File: src/rtl/keypad_pkg.sv
// rtl/keypad_pkg.sv - shared constants, FSM encoding and ms prescaler helper
package keypad_pkg;

  localparam int KEY_ROWS = 4;
  localparam int KEY_COLS = 4;

  typedef enum logic [2:0] {
    ST_IDLE    = 3'd0,
    ST_B_PRESS = 3'd1,
    ST_HOLD    = 3'd2,
    ST_B_REL   = 3'd3,
    ST_GAP     = 3'd4
  } state_t;

  // Clock cycles per 1 ms tick; never less than one so the prescaler always advances.
  function automatic int TICKS_PER_MS(input int clk_hz);
    return (clk_hz < 1000) ? 1 : (clk_hz / 1000);
  endfunction

endpackage

File: src/rtl/ms_tick_gen.sv
// rtl/ms_tick_gen.sv - restartable 1 ms tick prescaler
module ms_tick_gen #(
  parameter int TICKS = 50_000
) (
  input  logic clk_50M,
  input  logic RSTn,
  input  logic clear,
  output logic tick
);

  localparam int W = (TICKS > 1) ? $clog2(TICKS) : 1;
  localparam logic [W-1:0] LAST = W'(TICKS - 1);

  logic [W-1:0] r_cnt;

  // Count cycles within the current ms; clear restarts the ms phase from zero.
  always_ff @(posedge clk_50M or negedge RSTn) begin
    if (!RSTn) begin
      r_cnt <= '0;
    end else if (clear || (r_cnt == LAST)) begin
      r_cnt <= '0;
    end else begin
      r_cnt <= r_cnt + 1'b1;
    end
  end

  assign tick = (r_cnt == LAST);

endmodule

File: src/rtl/keypad_matrix_responder.sv
// rtl/keypad_matrix_responder.sv - emulated 4x4 keypad switch with bounce and holdoff
module keypad_matrix_responder
  import keypad_pkg::*;
#(
  parameter int CLK_HZ         = 50_000_000,
  parameter int BOUNCE_TOGGLES = 6,
  parameter int BOUNCE_CYC     = 25_000,
  parameter int GAP_MS         = 20
) (
  input  logic                clk_50M,
  input  logic                RSTn,
  input  logic [KEY_ROWS-1:0] row,
  output logic [KEY_COLS-1:0] col,
  input  logic                req_valid,
  input  logic [3:0]          req_key,
  input  logic [7:0]          req_hold_ms,
  input  logic                req_bounce,
  output logic                ready,
  output logic                done,
  output logic                contact
);

  localparam int CYC_W = (BOUNCE_CYC > 1) ? $clog2(BOUNCE_CYC) : 1;
  localparam logic [CYC_W-1:0] CYC_LAST = CYC_W'(BOUNCE_CYC - 1);
  localparam logic [7:0] TOG_LAST = 8'((BOUNCE_TOGGLES > 0) ? BOUNCE_TOGGLES - 1 : 0);
  localparam logic [7:0] GAP_T    = 8'((GAP_MS < 1) ? 1 : GAP_MS);

  state_t           r_state, w_nxt_state;
  logic             r_contact, w_nxt_contact;
  logic             r_done, w_nxt_done;
  logic [3:0]       r_key, w_nxt_key;
  logic [7:0]       r_hold_ms, w_nxt_hold_ms;
  logic             r_bounce, w_nxt_bounce;
  logic [CYC_W-1:0] r_cyc, w_nxt_cyc;
  logic [7:0]       r_tog, w_nxt_tog;
  logic [7:0]       r_ms, w_nxt_ms;

  logic       w_tick, w_clear, w_ready;
  logic       w_cyc_done, w_burst_last, w_hold_done, w_gap_done;
  logic [7:0] w_hold_target;

  ms_tick_gen #(.TICKS(TICKS_PER_MS(CLK_HZ))) u_ms_tick (
    .clk_50M (clk_50M),
    .RSTn    (RSTn),
    .clear   (w_clear),
    .tick    (w_tick)
  );

  assign w_ready       = (r_state == ST_IDLE) && !r_done;
  assign w_hold_target = (r_hold_ms == 8'd0) ? 8'd1 : r_hold_ms;
  assign w_cyc_done    = (r_cyc == CYC_LAST);
  assign w_burst_last  = (r_tog >= TOG_LAST);
  assign w_hold_done   = w_tick && (({1'b0, r_ms} + 9'd1) >= {1'b0, w_hold_target});
  assign w_gap_done    = w_tick && (({1'b0, r_ms} + 9'd1) >= {1'b0, GAP_T});

  // State and datapath registers; reset drops the key instantly with no burst or holdoff.
  always_ff @(posedge clk_50M or negedge RSTn) begin
    if (!RSTn) begin
      r_state   <= ST_IDLE;
      r_contact <= 1'b0;
      r_done    <= 1'b0;
      r_key     <= 4'd0;
      r_hold_ms <= 8'd0;
      r_bounce  <= 1'b0;
      r_cyc     <= '0;
      r_tog     <= 8'd0;
      r_ms      <= 8'd0;
    end else begin
      r_state   <= w_nxt_state;
      r_contact <= w_nxt_contact;
      r_done    <= w_nxt_done;
      r_key     <= w_nxt_key;
      r_hold_ms <= w_nxt_hold_ms;
      r_bounce  <= w_nxt_bounce;
      r_cyc     <= w_nxt_cyc;
      r_tog     <= w_nxt_tog;
      r_ms      <= w_nxt_ms;
    end
  end

  // Next-state and counter logic; all counters hold at their terminal value.
  always_comb begin
    w_nxt_state   = r_state;
    w_nxt_contact = r_contact;
    w_nxt_done    = 1'b0;
    w_nxt_key     = r_key;
    w_nxt_hold_ms = r_hold_ms;
    w_nxt_bounce  = r_bounce;
    w_nxt_cyc     = w_cyc_done ? r_cyc : r_cyc + 1'b1;
    w_nxt_tog     = r_tog;
    w_nxt_ms      = (w_tick && (r_ms != 8'hFF)) ? r_ms + 8'd1 : r_ms;
    w_clear       = 1'b0;
    case (r_state)
      ST_IDLE: begin
        w_nxt_contact = 1'b0;
        if (req_valid && w_ready) begin
          w_nxt_key     = req_key;
          w_nxt_hold_ms = req_hold_ms;
          w_nxt_bounce  = req_bounce;
          w_nxt_cyc     = '0;
          w_nxt_tog     = 8'd0;
          w_nxt_ms      = 8'd0;
          w_nxt_contact = 1'b1;
          if (req_bounce) begin
            w_nxt_state = ST_B_PRESS;
          end else begin
            w_nxt_state = ST_HOLD;
            w_clear     = 1'b1;
          end
        end
      end
      ST_B_PRESS: begin
        if (w_cyc_done) begin
          w_nxt_cyc = '0;
          if (w_burst_last) begin
            w_nxt_contact = 1'b1;
            w_nxt_state   = ST_HOLD;
            w_nxt_ms      = 8'd0;
            w_clear       = 1'b1;
          end else begin
            w_nxt_contact = ~r_contact;
            w_nxt_tog     = r_tog + 8'd1;
          end
        end
      end
      ST_HOLD: begin
        w_nxt_contact = 1'b1;
        if (w_hold_done) begin
          w_nxt_contact = 1'b0;
          w_nxt_cyc     = '0;
          w_nxt_tog     = 8'd0;
          if (r_bounce) begin
            w_nxt_state = ST_B_REL;
          end else begin
            w_nxt_state = ST_GAP;
            w_nxt_ms    = 8'd0;
            w_clear     = 1'b1;
          end
        end
      end
      ST_B_REL: begin
        if (w_cyc_done) begin
          w_nxt_cyc = '0;
          if (w_burst_last) begin
            w_nxt_contact = 1'b0;
            w_nxt_state   = ST_GAP;
            w_nxt_ms      = 8'd0;
            w_clear       = 1'b1;
          end else begin
            w_nxt_contact = ~r_contact;
            w_nxt_tog     = r_tog + 8'd1;
          end
        end
      end
      ST_GAP: begin
        w_nxt_contact = 1'b0;
        if (w_gap_done) begin
          w_nxt_state = ST_IDLE;
          w_nxt_done  = 1'b1;
        end
      end
      default: begin
        w_nxt_state   = ST_IDLE;
        w_nxt_contact = 1'b0;
      end
    endcase
  end

  // Passive matrix: the pressed key pulls its column low only while its row is strobed.
  always_comb begin
    col = '1;
    if (r_contact && !row[r_key[3:2]]) begin
      col[r_key[1:0]] = 1'b0;
    end
  end

  assign ready   = w_ready;
  assign done    = r_done;
  assign contact = r_contact;

endmodule
File: config.mk
export PLATFORM = sky130hd
export DESIGN_NAME = keypad_matrix_responder
export DESIGN_NICKNAME = d
export VERILOG_FILES = /design/src/rtl/keypad_pkg.sv /design/src/rtl/ms_tick_gen.sv /design/src/rtl/keypad_matrix_responder.sv
export SDC_FILE = /design/constraint.sdc
export NUM_CORES = 1
export LEC_CHECK = 0
export ABC_CLOCK_PERIOD_IN_PS = 3800
export CORE_UTILIZATION = 52
export DETAILED_ROUTE_END_ITERATION = 8
export GPL_ROUTABILITY_DRIVEN = 0
export PLACE_DENSITY_LB_ADDON = 0.1
export SLEW_MARGIN = 20
export SYNTH_ARGS = -nofsm -noshare
export SYNTH_HDL_FRONTEND = slang
export SYNTH_SLANG_ARGS = --single-unit
File: constraint.sdc
create_clock -name clk_50M -period 3.8 [get_ports clk_50M]
set_clock_uncertainty 0.15 [all_clocks]
set_input_delay 0.95 -clock clk_50M [delete_from_list [all_inputs] [get_ports clk_50M]]
set_output_delay 0.95 -clock clk_50M [all_outputs]
set_load 0.1 [all_outputs]
Word level (Yosys, flattened, before mapping)
Cells that the tools add are included.

Register bits: 65. Input port bits: 20. Output and inout bits: 7.

Add/subtract/negate cells: 5. $lt $le $gt $ge: 6. Eq/ne operators: 16. Multiplexer cells: 50. Bitwise logic cells: 2. Reductions and logical operators: 18.

Operators with widths (number): $mux W8 (11); $mux W15 (4); $pmux W8 S3 (2); $pmux W15 S3 (1); $mux W3 (8); $add A16 B1 Y16 const B (1); $add A8 B1 Y8 const B (2); $eq A16 B16 Y1 const B (1); $mux W1 (16); $mux W16 (1); $add A15 B1 Y15 const B (1); $eq A15 B15 Y1 const B (1); $pmux W3 S5 (1); $ne A2 B2 Y1 const B (7); $add A8 B1 Y9 const B (1); $ge A9 B5 Y1 const B (1); $ge A9 B8 Y1 (1); $ge A8 B3 Y1 const B (1); $logic_not A8 Y1 (1); $ne A8 B8 Y1 const B (1); $logic_and A1 B1 Y1 (7); $reduce_and A7 Y1 (1); $eq A3 B2 Y1 const B (2); $lt A2 B3 Y1 const B (2); 19 further kinds (22).

Longest topological paths before layout
Gate-level depths: netlist of run 1.

Depth in word-level cells: 8. Gate-level depth with buffers: 13.

By module
A second synthesis of run 1 with hierarchy kept.

Cell total of the unflattened synthesis: 398. Area total of the unflattened synthesis: 3688.5 µm².

By module, submodules not included: keypad_matrix_responder (times used 1, cells an instance 318, area an instance 2890.3 µm², sequential area each 1226.2 µm²); ms_tick_gen (times used 1, cells an instance 80, area an instance 798.3 µm², sequential area each 400.4 µm²).

Worst setup path before layout of run 1
Ideal clock, no wire load.

Path kind: input port to output port. Start: in row[3]. End: out col[3]. Data arrival time: 2.318 ns. Data required time: 2.700 ns. Slack: 0.382 ns. Stages: 3. Cell sequence: mux4_2 nor2b_1 nand3_1.

Cells in the longest elaborated chain, start to end: 5.

RTL lines: start: declaration (RTL line keypad_matrix_responder.sv:12) `input logic [KEY_ROWS-1:0] row,`; $bmux W1 S2 (RTL line keypad_matrix_responder.sv:172) `if (r_contact && !row[r_key[3:2]]) begin`; $mux W1 (not written as such) (RTL line keypad_matrix_responder.sv:172); $logic_not A1 Y1 (RTL line keypad_matrix_responder.sv:172); $logic_and A1 B1 Y1 (RTL line keypad_matrix_responder.sv:172); $mux W4 (RTL line keypad_matrix_responder.sv:172); end: declaration (RTL line keypad_matrix_responder.sv:13) `output logic [KEY_COLS-1:0] col,`.

No other way between the ends. The select of a mux whose other input is x is not followed.

Final worst setup path of run 1
Start: in row[3]. End: out col[0].

The elaborated chain is that of the path after synthesis.

==> results of run 1 <==
[sequential cells by signal, summed over array words and instances, names as in the netlist]
register and count:
u_ms_tick.r_cnt 16, r_cyc 15, r_hold_ms 8, r_ms 8, r_tog 8, r_key 4
r_state 3, contact 1, done 1, r_bounce 1
[power breakdown]
| group | leakage [nW] | switching, mW | total (mW) | internal (mW) |
|---|---|---|---|---|
| clock | 0.113 | 0.265 | 0.651 | 0.386 |
| sequential | 0.858 | 0 | 0.692 | 0.692 |
| combinational | 1.01 | 0.0213 | 0.0424 | 0.0211 |
| total | 1.98 | 0.286 | 1.39 | 1.10 |
[Yosys cell counts, types with 2 or more instances]
cell type,n,area share
buf_2,9,0.012
ha_1,16,0.054
o21ai_0,8,0.011
dfrtp_1,65,0.44
a21o_1,2,0.0040
nand3_1,15,0.020
o21ai_2,2,0.0047
a211oi_1,3,0.0061
nor4_1,4,0.0067
a21oi_1,8,0.011
nor3_1,5,0.0067
nor4b_2,2,0.0081
xor2_1,23,0.054
o21a_1,6,0.012
nand2_1,25,0.025
clkbuf_2,2,0.0027
nor4bb_1,2,0.0054
inv_1,15,0.015
and3_1,10,0.017
clkbuf_1,4,0.0040
nor3b_1,2,0.0040
o31ai_1,2,0.0040
nand2b_1,7,0.012
and2_1,3,0.0051
nand3b_1,3,0.0061
mux2i_1,3,0.0081
a31oi_1,3,0.0051
mux2_2,13,0.039
and4_1,4,0.0094
o41ai_1,2,0.0047
and4bb_2,2,0.0067
nor2_1,55,0.056
xnor2_1,15,0.035
nor2b_1,4,0.0067
nand4_1,11,0.019
[layer usage]
metal / vias up / routed length [µm]
li1: 1356 / -
met1: 1334 / 3330
met2: 23 / 3290
met3: 8 / 203
met4: 0 / 89
met5: - / 0
[layout by cell type (no fill, tap or decap), types with 4 or more instances in the layout]
cell type / count
a21oi_1: 8
and3_1: 10
and4_1: 4
buf_12: 4
buf_4: 7
clkbuf_8: 10
clkdlybuf4s50_1: 18
dfrtp_1: 65
ha_1: 16
inv_1: 15
mux2_2: 13
nand2_1: 25
nand2b_1: 7
nand3_1: 15
nand4_1: 11
nor2_1: 55
nor2b_1: 4
nor3_1: 5
nor4_1: 4
o21a_1: 6
o21ai_0: 8
xnor2_1: 15
xor2_1: 23
[metrics by stage]
stage | cells | hold slack (ns) | power (mW)
3_3_place_gp | 485 | 0.287 | 0.748
6_report | 501 | 0.302 | 1.39
5_1_grt | 501 | 0.354 | 1.44
2_1_floorplan | 377 | 0.272 | 0.711
3_5_place_dp | 485 | 0.300 | 0.749
4_1_cts | 501 | 0.310 | 1.41
[path summary, 6_finish.rpt]
path	cells after the start	endpoint	slack, ns	from
worst max-delay path	6	col[0]	0.23	row[3]
worst min-delay path	1	u_ms_tick.r_cnt[0]	0.30	u_ms_tick.r_cnt[0]
worst max register to register	11	r_cyc[11]	0.38	r_ms[0]
worst min register to register	1	u_ms_tick.r_cnt[0]	0.30	u_ms_tick.r_cnt[0]
max in group asynchronous	2	u_ms_tick.r_cnt[7]	2.17	RSTn
min in group asynchronous	1	r_cyc[7]	0.57	RSTn
[cell type report]
class	instances	area, µm²	area share
clock buffers	11	141	0.0330
inverters	15	56.3	0.0132
repair buffers	30	318	0.0743
clock inverters	5	78.8	0.0184
well taps	96	120	0.0281
multi-input cells	279	1940	0.453
flip-flops and latches	65	1630	0.380
[critical path, stage by stage]
cell and delay, ns:
clkdlybuf4s50_1 0.39, mux4_2 0.46, nor2b_1 0.17, nor2b_1 0.20, nand2b_1 0.11, buf_12 0.18
[kinds of logic after synthesis]
family / Yosys count
buffers and inverters: 33
AOI/OAI and AO/OA: 44
muxes: 17
DFF: 65
adders and majority gates: 16
and+or+nand+nor: 164
xor gates and xnor gates: 38
==> flow_summary.json, run 1 <==
{
  "clockRootBuffer": "clkbuf_8",
  "ctsHoldBuffers": 0,
  "ys_async_sr_fraction": 1.00,
  "cts_buffer_depth": 2,
  "rsz0062_at_grt": "no",
  "synth.avg_cell_area_um2": 9.85,
  "drcViolationCount": 0,
  "nets": 436,
  "synth_seq_area_share": 0.438,
  "grt-busiest-layer": "met2",
  "dr_total_vias": 2721,
  "post_cts_buffers": 0,
  "ir_worst_vdd_mv": 0.184,
  "cts_resized": 0,
  "io_pins": 27,
  "drv_cap": 0,
  "leakage_nw": 1.98,
  "synthXorXnorAreaFrac": 0.0896,
  "worst_setup_path_start_kind": "input pin",
  "fmax_ghz": 0.280,
  "ys_types": 57,
  "synth_nets": 413,
  "drt_iter0_markers": 110,
  "cp.required_ns": 2.70,
  "wire_per_inst_um": 13.8,
  "antenna_found_initial": 0,
  "dieArea_um2": 7480,
  "synth_top_family_by_area": "simple AND/OR/NAND/NOR gates",
  "clk_pin_slew_ns": 0.07,
  "initial_core_util": 0.544,
  "hold_viol_final": 0,
  "end_kind": "output pin",
  "synthSimpleGateAreaFrac": 0.241,
  "core_um2": 6830,
  "setup_ws_ns": 0.232,
  "yosysWarnings": 0,
  "worst_pin_slew_ns": 0.893,
  "syn_area_um2": 3710,
  "synthMuxAreaShare": 0.0536,
  "period_needed_ns": 3.57,
  "critPathArrivalTime_ns": 2.47,
  "cts_tree": "yes",
  "synth_fa_ha_area_frac": 0.0539,
  "dpl_cell_area_um2": 4060,
  "maxSlewViolCount": 0,
  "dieWidth_um": 86.5,
  "place_ws_ns": 0.228,
  "setup-tns-final_ns": 0,
  "cp_max_fo": 3,
  "use_met3": 0.0686,
  "n_fill_cell": 594,
  "final_area_um2": 4280,
  "ys_ff_latch": 65,
  "synth_cells": 377,
  "final_util": 0.626,
  "num_rows": 30,
  "post-route-period-util": 0.939,
  "antenna_cells": 0,
  "grt_util_met2": 0.343,
  "synth_flop_cell": "dfrtp_1",
  "grt_pass1_vias": 2716,
  "drt_first_pass_iters": 4,
  "dp.final_hpwl_um": 4890,
  "via_per_inst": 5.43,
  "min_path_type": "flip-flop to flip-flop",
  "power-per-cell-area_nw_per_um2": 324,
  "synth-compound-area-share": 0.0836,
  "routed_wl_um": 6910,
  "h-tree-depth": 3,
  "numCtsBuffers": 9,
  "clk_latency_ns": 0.35,
  "overflow": 0,
  "grt_max_degree": 41,
  "drive_gt1_frac": 0.133,
  "relSlewSlack": 0.404,
  "die_h_um": 86.5,
  "portBuffers": 26,
  "syn_to_final_growth_pct": 15.2,
  "status": "finished, final reports clean",
  "grt_pass1_wl_um": 12300,
  "grtUsageMet1": 0.277,
  "setup.worst_path.class": "input pin to output pin",
  "synth_edf_count": 0,
  "track_usage": 0.214,
  "cts_sinks": 65,
  "finalSetupViolCount": 0,
  "ant_nets": 0
}
(Power assumes the default switching activity.)
==> run 2: changes to the inputs <==
Settings changed: PLACE_DENSITY_LB_ADDON 0.1 to 0.3.
==> flow_summary.json, run 2 (synthesized netlist as in run 1, its figures left out) <==
{
  "cts_sinks": 65,
  "numCtsBuffers": 9,
  "maxSlewViolCount": 0,
  "end_kind": "output pin",
  "rsz0062_at_grt": "no",
  "min_path_type": "flip-flop to flip-flop",
  "final_area_um2": 4270,
  "worst_setup_path_start_kind": "input pin",
  "drive_gt1_frac": 0.134,
  "use_met3": 0.0562,
  "grt-busiest-layer": "met2",
  "final_cell_mix": "65 x dfrtp_1, 55 x nor2_1, 25 x nand2_1",
  "h-tree-depth": 3,
  "final_common_cell": "dfrtp_1",
  "largest-register": "u_ms_tick.r_cnt",
  "routed_wl_um": 6890,
  "period_needed_ns": 3.60,
  "clk_latency_ns": 0.35,
  "finalSetupViolCount": 0,
  "grt_util_met2": 0.337,
  "leakage_nw": 1.97,
  "nets": 435,
  "wire_per_inst_um": 13.8,
  "power-per-cell-area_nw_per_um2": 318,
  "setup-tns-final_ns": 0,
  "syn_to_final_growth_pct": 14.9,
  "seq_area_um2": 1630,
  "n_fill_cell": 582,
  "grt_pass1_vias": 2677,
  "max_stage_delay_ns": 0.45,
  "grt_max_degree": 30,
  "path_cells": "clkdlybuf4s50_1 > mux4_2 > nor2b_1 > nor2b_1 > nand2_1 > buf_12",
  "fmax_ghz": 0.278,
  "ant_nets": 0,
  "dieArea_um2": 7480,
  "core_um2": 6830,
  "clk_pin_slew_ns": 0.06,
  "largest_reg_flops": 16,
  "post_cts_buffers": 0,
  "slowest_stage": "mux4_2",
  "cpMostUsedCell": "nor2b_1",
  "drcViolationCount": 0,
  "cts_buffer_depth": 2,
  "dieWidth_um": 86.5,
  "die_h_um": 86.5,
  "fin_cells": 500,
  "grt_pass1_wl_um": 12000,
  "grtUsageMet1": 0.261,
  "cts_tree": "yes",
  "place_ws_ns": 0.225,
  "io_pins": 27,
  "cp.required_ns": 2.70,
  "relSlewSlack": 0.584,
  "status": "finished, final reports clean",
  "top_regs": "u_ms_tick.r_cnt x16, r_cyc x15",
  "antenna_cells": 0,
  "portBuffers": 26,
  "dpl_cell_area_um2": 4050,
  "cpLargestDelayFamily": "buffers and inverters",
  "critPathArrivalTime_ns": 2.50,
  "worst_pin_slew_ns": 0.623,
  "track_usage": 0.205,
  "dp.final_hpwl_um": 4950,
  "num_rows": 30,
  "overflow": 0,
  "antenna_found_initial": 0,
  "hold_viol_final": 0,
  "initial_core_util": 0.544,
  "whs_ns": 0.300,
  "setup_ws_ns": 0.200,
  "multi_input_area_um2": 1940,
  "ctsHoldBuffers": 0,
  "cts_resized": 0,
  "dr_total_vias": 2749,
  "post-route-period-util": 0.947,
  "drv_cap": 0,
  "drt_first_pass_iters": 4,
  "ir_worst_vdd_mv": 0.256,
  "worst-path-buf-inv": 2,
  "dp.cells": 484,
  "cp_max_fo": 3,
  "setup.worst_path.class": "input pin to output pin",
  "via_per_inst": 5.50,
  "clockRootBuffer": "clkbuf_8",
  "drt_iter0_markers": 122
}
run 2: cell types whose count changed in the layout (fill, tap and decap cells not counted), sizes merged:
cell / before / now
clkinv: 3 / 1
bufinv: 2 / 1
clkinvlp: 0 / 2
buf: 12 / 11
inv: 15 / 16
run 2: routing by layer:
layer	routed length (µm)	vias to the layer above
met3	217	9
li1	-	1360
met2	3440	35
met1	3150	1345
met4	86	0
met5	0	-
run 2: through the flow:
step / power [mW] / utilization
2_1_floorplan: 0.711 / -
3_3_place_gp: 0.748 / 0.593
3_5_place_dp: 0.749 / 0.593
4_1_cts: 1.38 / 0.624
5_1_grt: 1.41 / 0.624
6_report: 1.36 / 0.624
run 2: worst paths after layout:
path                                     from            endpoint  slack (ns)  cells past startpoint
setup / recovery                       row[2]              col[2]        0.20                      6
hold / removal             u_ms_tick.r_cnt[0]  u_ms_tick.r_cnt[0]        0.30                      1
setup reg to reg                      r_ms[0]            r_cyc[2]        0.40                     11
hold reg to reg            u_ms_tick.r_cnt[0]  u_ms_tick.r_cnt[0]        0.30                      1
max in group asynchronous                RSTn            r_key[2]        2.24                      2
min in group asynchronous                RSTn           r_cyc[11]        0.45                      1
run 2: worst register-to-register path, delay by kind of cell, from the launching register on:
family / cells / cell delay [ns]
AOI/OAI and AO/OA: 5 / 1.18
DFF: 1 / 0.49
adders and majority gates: 2 / 0.63
xor gates and xnor gates: 1 / 0.18
and+or+nand+nor: 2 / 0.47
buffers and inverters: 1 / 0.20
run 2: area by class of cell:
cell class                      count  share of cell area
Clock buffer                       11              0.0355
Clock inverter                      5              0.0147
Inverter                           15              0.0132
Multi-Input combinational cell    279               0.454
Sequential cell                    65               0.381
Tap cell                           96              0.0282
Timing Repair Buffer               29              0.0727
run 2: report_power, final:
part / total [mW] / internal (mW) / switching (mW)
registers: 0.691 / 0.691 / 0
clock network: 0.623 / 0.342 / 0.282
logic: 0.0425 / 0.0211 / 0.0213
